$ cat src/rtl/wb_mem_ctrl.sv
// Write-back / memory-access controller: retires one ALU result per handshake as a
// register write, RAM load/store, switch/display transfer or PC redirect.
module wb_mem_ctrl (
   input  logic        clk,
   input  logic        rst,
   input  logic        alu_valid,
   output logic        alu_ready,
   input  logic [4:0]  pc,
   input  logic [4:0]  writeBackAddress,
   input  logic [31:0] result,
   input  logic [31:0] storeData,
   input  logic        isBranch,
   input  logic        isJAL,
   input  logic [1:0]  loadWrite,
   input  logic [4:0]  loadWriteAddress,
   input  logic [1:0]  inOut,
   input  logic [4:0]  inOutAddress,
   output logic        rf_we,
   output logic [4:0]  rf_waddr,
   output logic [31:0] rf_wdata,
   output logic        ram_re,
   output logic        ram_we,
   output logic [4:0]  ram_addr,
   output logic [31:0] ram_wdata,
   input  logic [31:0] ram_rdata,
   input  logic [31:0] io_in_data,
   input  logic        io_in_valid,
   output logic        io_in_ready,
   output logic [31:0] io_out_data,
   output logic        io_out_valid,
   input  logic        io_out_ready,
   output logic        pc_we,
   output logic [4:0]  pc_next
);

   typedef enum logic [3:0] {
      IDLE, WB, BR, LW_REQ, LW_WB, SW, IN_WAIT, IN_WR, OUT_REQ, OUT_CAP, OUT_WAIT
   } state_t;

   state_t      state;
   logic [4:0]  pc_r, wba_r, lwa_r, ioa_r;
   logic [31:0] result_r, store_r, in_data_r;
   logic        jal_r;
   logic [4:0]  pc_inc;
   logic        we_raw;

   assign pc_inc = pc_r + 5'd1;

   always_ff @(posedge clk) begin
      if (rst) begin
         state       <= IDLE;
         pc_r        <= '0;
         wba_r       <= '0;
         lwa_r       <= '0;
         ioa_r       <= '0;
         result_r    <= '0;
         store_r     <= '0;
         in_data_r   <= '0;
         jal_r       <= 1'b0;
         io_out_data <= '0;
      end else begin
         case (state)
            IDLE: if (alu_valid) begin
               pc_r     <= pc;
               wba_r    <= writeBackAddress;
               lwa_r    <= loadWriteAddress;
               ioa_r    <= inOutAddress;
               result_r <= result;
               store_r  <= storeData;
               jal_r    <= isJAL;
               // branch wins over memory, memory over I/O; code 11 falls through
               if (isBranch)                state <= BR;
               else if (loadWrite == 2'b10) state <= LW_REQ;
               else if (loadWrite == 2'b01) state <= SW;
               else if (inOut == 2'b10)     state <= IN_WAIT;
               else if (inOut == 2'b01)     state <= OUT_REQ;
               else                         state <= WB;
            end
            LW_REQ:  state <= LW_WB;
            IN_WAIT: if (io_in_valid) begin
               in_data_r <= io_in_data;
               state     <= IN_WR;
            end
            OUT_REQ: state <= OUT_CAP;
            OUT_CAP: begin
               io_out_data <= ram_rdata;
               state       <= OUT_WAIT;
            end
            OUT_WAIT: if (io_out_ready) state <= IDLE;
            default: state <= IDLE;
         endcase
      end
   end

   always_comb begin
      alu_ready    = (state == IDLE);
      we_raw       = 1'b0;
      rf_waddr     = '0;
      rf_wdata     = '0;
      ram_re       = 1'b0;
      ram_we       = 1'b0;
      ram_addr     = '0;
      ram_wdata    = '0;
      io_in_ready  = 1'b0;
      io_out_valid = 1'b0;
      pc_we        = 1'b0;
      pc_next      = (state == IDLE) ? 5'd0 : pc_inc;
      case (state)
         WB: begin
            we_raw = 1'b1; rf_waddr = wba_r; rf_wdata = result_r; pc_we = 1'b1;
         end
         BR: begin
            pc_we = 1'b1; pc_next = wba_r;
            if (jal_r) begin
               we_raw = 1'b1; rf_waddr = 5'd31; rf_wdata = {27'd0, pc_inc};
            end
         end
         LW_REQ: begin ram_re = 1'b1; ram_addr = lwa_r; end
         LW_WB: begin
            we_raw = 1'b1; rf_waddr = wba_r; rf_wdata = ram_rdata; pc_we = 1'b1;
         end
         SW: begin
            ram_we = 1'b1; ram_addr = lwa_r; ram_wdata = store_r; pc_we = 1'b1;
         end
         IN_WAIT: io_in_ready = 1'b1;
         IN_WR: begin
            ram_we = 1'b1; ram_addr = ioa_r; ram_wdata = in_data_r; pc_we = 1'b1;
         end
         OUT_REQ: begin ram_re = 1'b1; ram_addr = ioa_r; end
         OUT_WAIT: begin io_out_valid = 1'b1; pc_we = io_out_ready; end
         default: ;
      endcase
      rf_we = we_raw && (rf_waddr != 5'd0);
      // a reset cycle must not commit the instruction it is dropping
      if (rst) begin
         rf_we = 1'b0; ram_re = 1'b0; ram_we = 1'b0;
         io_in_ready = 1'b0; io_out_valid = 1'b0; pc_we = 1'b0;
      end
   end

endmodule

$ cat config.mk
export PLATFORM = sky130hd
export DESIGN_NAME = wb_mem_ctrl
export DESIGN_NICKNAME = d
export VERILOG_FILES = /design/src/rtl/wb_mem_ctrl.sv
export SDC_FILE = /design/constraint.sdc
export NUM_CORES = 1
export LEC_CHECK = 0
export CORE_ASPECT_RATIO = 1.5
export CORE_MARGIN = 4
export CORE_UTILIZATION = 35
export DETAILED_ROUTE_END_ITERATION = 8
export PLACE_DENSITY = 0.68
export SLEW_MARGIN = 10
export SYNTH_ARGS = -nofsm -noshare
export SYNTH_HDL_FRONTEND = slang
export SYNTH_SLANG_ARGS = --single-unit
$ cat constraint.sdc
create_clock -name clk -period 2.55 [get_ports clk]
set_clock_uncertainty 0.1 [all_clocks]
set_input_delay 0.255 -clock clk [delete_from_list [all_inputs] [get_ports clk]]
set_output_delay 0.255 -clock clk [all_outputs]
set_load 0.01 [all_outputs]
==> results of run 1 <==
layout by cell type, fill, tap and decap left out, types with 5 or more instances in the layout:
| cell | synthesis | layout |
|---|---|---|
| a21oi_1 | 152 | 152 |
| a22o_1 | 32 | 31 |
| a22oi_1 | 6 | 5 |
| buf_4 | 1 | 18 |
| buf_6 | 6 | 5 |
| clkbuf_16 | 0 | 17 |
| clkdlybuf4s50_1 | 0 | 244 |
| dfxtp_1 | 153 | 148 |
| dlygate4sd2_1 | 0 | 25 |
| dlymetal6s2s_1 | 0 | 6 |
| inv_1 | 6 | 6 |
| mux2i_1 | 34 | 34 |
| nand2_1 | 312 | 311 |
| nand3_1 | 11 | 10 |
| nor2_1 | 41 | 40 |
| o21ai_0 | 16 | 16 |
cells by family (layout without fill, tap and decap cells):
family,Yosys count,count (layout),share of synthesized area
multiplexers,34,34,0.0508
adder cells (fa/ha/maj),4,4,0.00710
flip-flops,153,153,0.458
AND/OR/NAND/NOR,392,392,0.234
buffers and inverters,79,344,0.0535
AO/OA/AOI/OAI,218,218,0.190
XOR/XNOR,6,6,0.00785
other,0,1,0
timing repair:
item / 4_1_cts / 5_1_grt
gates cloned: 1 / 0
endpoints found under the setup margin: 78 / 53
pin swaps: 1 / 2
setup buffers: 4 / 3
gates resized for setup: 44 / 17
hold buffers: 0 / 0
worst max-delay path, delay by kind of cell, from the launching register on:
family	cells	cell delay [ns]
simple gates	2	0.28
flops	1	0.38
buf+inv	3	0.89
compound gates	1	0.15
area by class of cell:
class / instances / area, um2
Antenna cell: 1 / 2.50
Clock buffer: 18 / 429
Clock inverter: 14 / 164
Fill cell: 1807 / 8260
Inverter: 7 / 26.3
Multi-Input combinational cell: 654 / 3360
Sequential cell: 153 / 3080
Tap cell: 252 / 315
Timing Repair Buffer: 305 / 3070
power by group through the flow:
| stage | Combinational (W) | Sequential (W) | Clock (W) |
|---|---|---|---|
| after CTS | 0.000952 | 0.00258 | 0.00260 |
| final | 0.000944 | 0.00258 | 0.00253 |
| after global placement | 0.000935 | 0.00263 | 0 |
| after global routing | 0.00103 | 0.00260 | 0.00268 |
| after detailed placement | 0.000938 | 0.00263 | 0 |
| after floorplan | 0.000488 | 0.00260 | 0 |
final timing paths:
kind / from / end
max: state[3]$_SDFFE_PP0P_ / rf_wdata[20]
min: rst / result_r[1]$_SDFFE_PP0P_
max reg2reg: state[0]$_SDFFE_PP0P_ / pc_r[4]$_SDFFE_PP0P_
min reg2reg: io_out_data[11]$_SDFFE_PP0P_ / io_out_data[11]$_SDFFE_PP0P_
per-layer routing:
| metal | GRT usage | wire length [um] | share of wire | vias up |
|---|---|---|---|---|
| li1 | - | - | - | 3463 |
| met3 | 0.0520 | 1490 | 0.065 | 31 |
| met2 | 0.376 | 12100 | 0.53 | 208 |
| met1 | 0.226 | 8700 | 0.38 | 3130 |
| met5 | 0 | 0 | 0 | - |
| met4 | 0.0803 | 614 | 0.027 | 0 |
flip-flops by register name (all words and copies together) (netlist names):
register and cells:
result_r 32, lwa_r 5, wba_r 5, store_r 32
jal_r 1, in_data_r 32, pc_r 5, io_out_data 32
state 4, ioa_r 5
metrics by stage:
| step | hold WS (ns) | instances | setup TNS [ns] | utilization |
|---|---|---|---|---|
| 4_1_cts | 0.0824 | 1400 | -0.0275 | 0.554 |
| 2_1_floorplan | 0.291 | 886 | 0 | - |
| 3_3_place_gp | 0.341 | 1363 | 0 | 0.516 |
| 6_report | 0.102 | 1404 | 0 | 0.558 |
| 5_1_grt | 0.110 | 1403 | -0.0160 | 0.558 |
| 3_5_place_dp | 0.346 | 1363 | 0 | 0.516 |
==> out/metrics.cfg, run 1 <==
[run_status]
status = finished, final reports clean

[synth]
synthArstFlopShare = 0
syn_area_um2 = 6690
yosys-top-cells-area = dfxtp_1 (46%), nand2_1 (17%), a21oi_1 (11%)
ys_warn_count = 0
syn_avg_cell_area_um2 = 7.56
synth_common_cells = nand2_1 (312), dfxtp_1 (153), a21oi_1 (152)
synth_cell_types = 42
ys_ff_latch = 153
synth_top_area_share = 0.458
syn-instance-count = 886
seq_area_frac_synth = 0.458
synth_top_cell_by_area = dfxtp_1
synth_fp_nets = 1048
yosysMostFrequentCell = nand2_1
synthFlopType = dfxtp_1
synth-edff-count = 0

[critical_path]
startpoint_type = flop
reg2reg_slack_ns = 0.43
required_ns = 2.19
worst-r2r-cell-count = 7
worstPathArrival_ns = 2.12
max_stage_delay_ns = 0.53
crit_chain = nand2b_4 > nor3_2 > buf_6 > buf_8 > a22o_1 > clkdlybuf4s50_1
worstSetupEndpointType = output port
crit_fanout = 15
crit_type = reg2out
cp_slowest_cell = clkdlybuf4s50_1

[global_routing]
overflow = 0
track_usage = 0.206
grt_pass1_wl_um = 34800
grt_start_max_net_pins = 101
antenna_found_initial = 0
first_global_vias = 6610

[sta]
max_freq_mhz = 405
relSlewSlack = 0.300
fin_ws_ns = 0.0785
setup_viol = 0
period_minus_slack_ns = 2.47
tightest_slew_ns = 1.05
hold_viol = 0
slew_viol_final = 0
finalCritPeriodShare = 0.969

[floorplanning]
die_h_um = 177
die_w_um = 121
die_area_um2 = 21400
coreArea_um2 = 18700
start_util = 0.358
ios = 277
rows = 61

[clocking]
clock_latency_ns = 0.41
clk_pin_slew_ns = 0.06
htree_levels = 4
cts_made_buffers = 17
cts_sinks = 153
cts_tree = done
cts_buffer_depth = 2
cts-root-buf = clkbuf_16

[min_path]
min_delay_path_depth = 2
min_path_type = in2reg

[drt]
first_iter_violations = 395
drtPass1Iterations = 4
drc = 0
ant_nets = 0
via_per_inst = 4.87
wirelength_um = 22900
post_drt_wl_per_cell_um = 16.3
via_count = 6832

[place]
gp_congestion = 0.848
io_buffers = 276
place_area_um2 = 9660
place_ws_ns = 0.211
dp_hpwl_um = 16200

[layout]
layout-drive-gt1-share = 0.0721
fin_nets = 1300
fin_area_um2 = 10400
syn_to_final_growth_pct = 56.0

[pwr]
p_leak_nw = 3.88
p_seq_frac = 0.427
vdd.ir_drop.worst_v = 0.000342
p_sw_frac = 0.264
internal_power_w = 0.00446
p_comb_frac = 0.156
power.density_nw_per_um2 = 580
power.net_switching_w = 0.00160
p_total_w = 0.00605
clock_power_share = 0.417

[run]
maxCapViolCount = 0

No activity file was read; power rests on OpenSTA's default activity.
==> run 2, diff against run 1 <==
CORE_MARGIN = unset   (was 4)
==> run 2 against run 1 <==
Final area increased by 2.1%. Register-to-register slack got worse by 0.13 ns. Global-route usage up 2.2 points. Maximum frequency is 1.0% lower. Core utilization grew 1.4 points. Sequential cell count is the same. Total power is 2.8% lower. Final cell count rose by 0.64%. Critical path type unchanged.
==> out/metrics.cfg, run 2 (synthesis gave the netlist of run 1 again) <==
[run_status]
status = finished, final reports clean  ; unchanged

[pwr]
p_leak_nw = 4.31  ; was 3.88 nW
vdd.ir_drop.worst_v = 0.000404  ; was 0.000342 V
power.density_nw_per_um2 = 552  ; was 580 nW/um2

[layout]
multi_input_area_um2 = 3380  ; was 3360 um2
fill_cells = 1807  ; unchanged
layout.cells.non_filler = 1413  ; was 1404
syn_to_final_growth_pct = 59.2  ; was 56.0%
fin_nets = 1310  ; was 1300
regArea_um2 = 3080  ; about the same
layout_commonest_cell = nand2_1  ; unchanged
final_cell_mix = nand2_1 (311), clkdlybuf4s50_1 (236), a21oi_1 (152)  ; was nand2_1 (311), clkdlybuf4s50_1 (244), a21oi_1 (152)
layout-drive-gt1-share = 0.0828  ; was 0.0721
fin_area_um2 = 10700  ; was 10400 um2

[critical_path]
startpoint_type = flop  ; unchanged
required_ns = 2.19  ; about the same
crit_type = reg2out  ; unchanged
crit_fanout = 13  ; was 15
worstSetupEndpointType = output port  ; unchanged
worstPathArrival_ns = 2.14  ; was 2.12 ns

[clocking]
htree_levels = 4  ; unchanged
clock_latency_ns = 0.42  ; was 0.41 ns
cts_tree = done  ; unchanged
cts_made_buffers = 17  ; unchanged
cts-root-buf = clkbuf_16  ; unchanged
cts_hold_buf = 0  ; unchanged
cts_sinks = 153  ; unchanged
clk_pin_slew_ns = 0.06  ; about the same
cts_buffer_depth = 2  ; unchanged

[floorplanning]
die_area_um2 = 19700  ; was 21400 um2
die_w_um = 115  ; was 121 um
die_h_um = 171  ; was 177 um
coreArea_um2 = 18600  ; was 18700 um2
ios = 277  ; unchanged
start_util = 0.359  ; was 0.358
rows = 61  ; unchanged

[place]
gp_congestion = 0.818  ; was 0.848
place_area_um2 = 9700  ; was 9660 um2
io_buffers = 276  ; unchanged
place_ws_ns = 0.216  ; was 0.211 ns
dp_hpwl_um = 15400  ; was 16200 um
dp.cells = 1367  ; was 1363

[drt]
first_iter_violations = 356  ; was 395
via_per_inst = 4.84  ; was 4.87
wirelength_um = 22700  ; was 22900 um
post_drt_wl_per_cell_um = 16.1  ; was 16.3 um
via_count = 6845  ; was 6832
drtPass1Iterations = 4  ; unchanged
ant_nets = 0  ; unchanged
drc = 0  ; unchanged

[global_routing]
track_usage = 0.228  ; was 0.206
antenna_found_initial = 1  ; was 0
grt.met1_usage = 0.252  ; was 0.226
overflow = 0  ; unchanged
use_met3 = 0.0588  ; was 0.0520
busiest_layer = met2  ; unchanged
grt_pass1_wl_um = 34100  ; was 34800 um
first_global_vias = 6504  ; was 6610
use_met2 = 0.412  ; was 0.376
grt_start_max_net_pins = 65  ; was 101

[min_path]
min_path_type = in2reg  ; unchanged

[sta]
period_minus_slack_ns = 2.50  ; was 2.47 ns
whs_ns = 0.271  ; was 0.102 ns
fin_ws_ns = 0.0534  ; was 0.0785 ns
slew_viol_final = 0  ; unchanged
finalCritPeriodShare = 0.979  ; was 0.969
setup_viol = 0  ; unchanged
max_freq_mhz = 401  ; was 405 MHz
setup_tns_ns = 0  ; unchanged
tightest_slew_ns = 0.700  ; was 1.05 ns
rsz0062_at_grt = true
relSlewSlack = 0.533  ; was 0.300
hold_viol = 0  ; unchanged

[run]
maxCapViolCount = 0  ; unchanged

## run 2: cell count changes in the layout (fill, tap and decap cells not counted), moves of 3 or more
cell | previous run | this run
buf_12 | 4 | 8
dlygate4sd2_1 | 25 | 6
buf_4 | 18 | 23
a22oi_1 | 5 | 2
clkdlybuf4s50_1 | 244 | 236
a22oi_2 | 1 | 4
clkinvlp_4 | 2 | 8
dlymetal6s2s_1 | 6 | 33
clkinv_4 | 3 | 0
## run 2: stage by stage
| step | total power, W | utilization |
|---|---|---|
| after floorplan | 0.00309 | - |
| after global placement | 0.00356 | 0.521 |
| after detailed placement | 0.00357 | 0.521 |
| after CTS | 0.00594 | 0.563 |
| after global routing | 0.00614 | 0.572 |
| final | 0.00589 | 0.572 |
## run 2: per-layer routing
metal	wire, um	vias to the layer above
met3	1300	27
li1	-	3482
met4	557	0
met1	8730	3127
met2	12100	209
met5	0	-
## run 2: area by class of cell
type,instances,share of cell area
Clock buffer,19,0.0416
Clock inverter,12,0.00892
Antenna cell,1,0.000235
Tap cell,252,0.0296
Timing Repair Buffer,315,0.311
Sequential cell,153,0.289
Inverter,7,0.00247
Multi-Input combinational cell,654,0.317
## run 2: critical path: stages, from the launching register on
cell and delay [ns]:
dfxtp_4 0.45, nand2b_4 0.18, nor3_4 0.05, buf_4 0.14, clkbuf_16 0.15, buf_4 0.13, a22oi_2 0.19, o21ai_1 0.12
dlygate4sd2_1 0.30
## run 2: worst paths after layout
| check | start | end | slack [ns] | cells past startpoint |
|---|---|---|---|---|
| hold / removal | io_in_data[20] | in_data_r[20]$_SDFFE_PP0P_ | 0.27 | 3 |
| hold reg to reg | result_r[20]$_SDFFE_PP0P_ | result_r[20]$_SDFFE_PP0P_ | 0.35 | 2 |
| setup reg to reg | state[0]$_SDFFE_PP0P_ | store_r[1]$_SDFFE_PP0P_ | 0.30 | 7 |
| setup / recovery | state[1]$_SDFFE_PP0P_ | rf_wdata[4] | 0.05 | 8 |
## run 2: where the power goes
| part | switching, W | total [W] | internal, W |
|---|---|---|---|
| logic | 0.000470 | 0.000986 | 0.000516 |
| clock network | 0.00104 | 0.00232 | 0.00127 |
| registers | 0.0000759 | 0.00258 | 0.00251 |
| total | 0.00159 | 0.00589 | 0.00430 |
## run 2: repair_timing
item / 4_1_cts / 5_1_grt
gates cloned: 2 / 1
pin swaps: 2 / 1
resized for setup: 31 / 44
buffers inserted: 7 / 4
endpoints found under the setup margin: 79 / 73
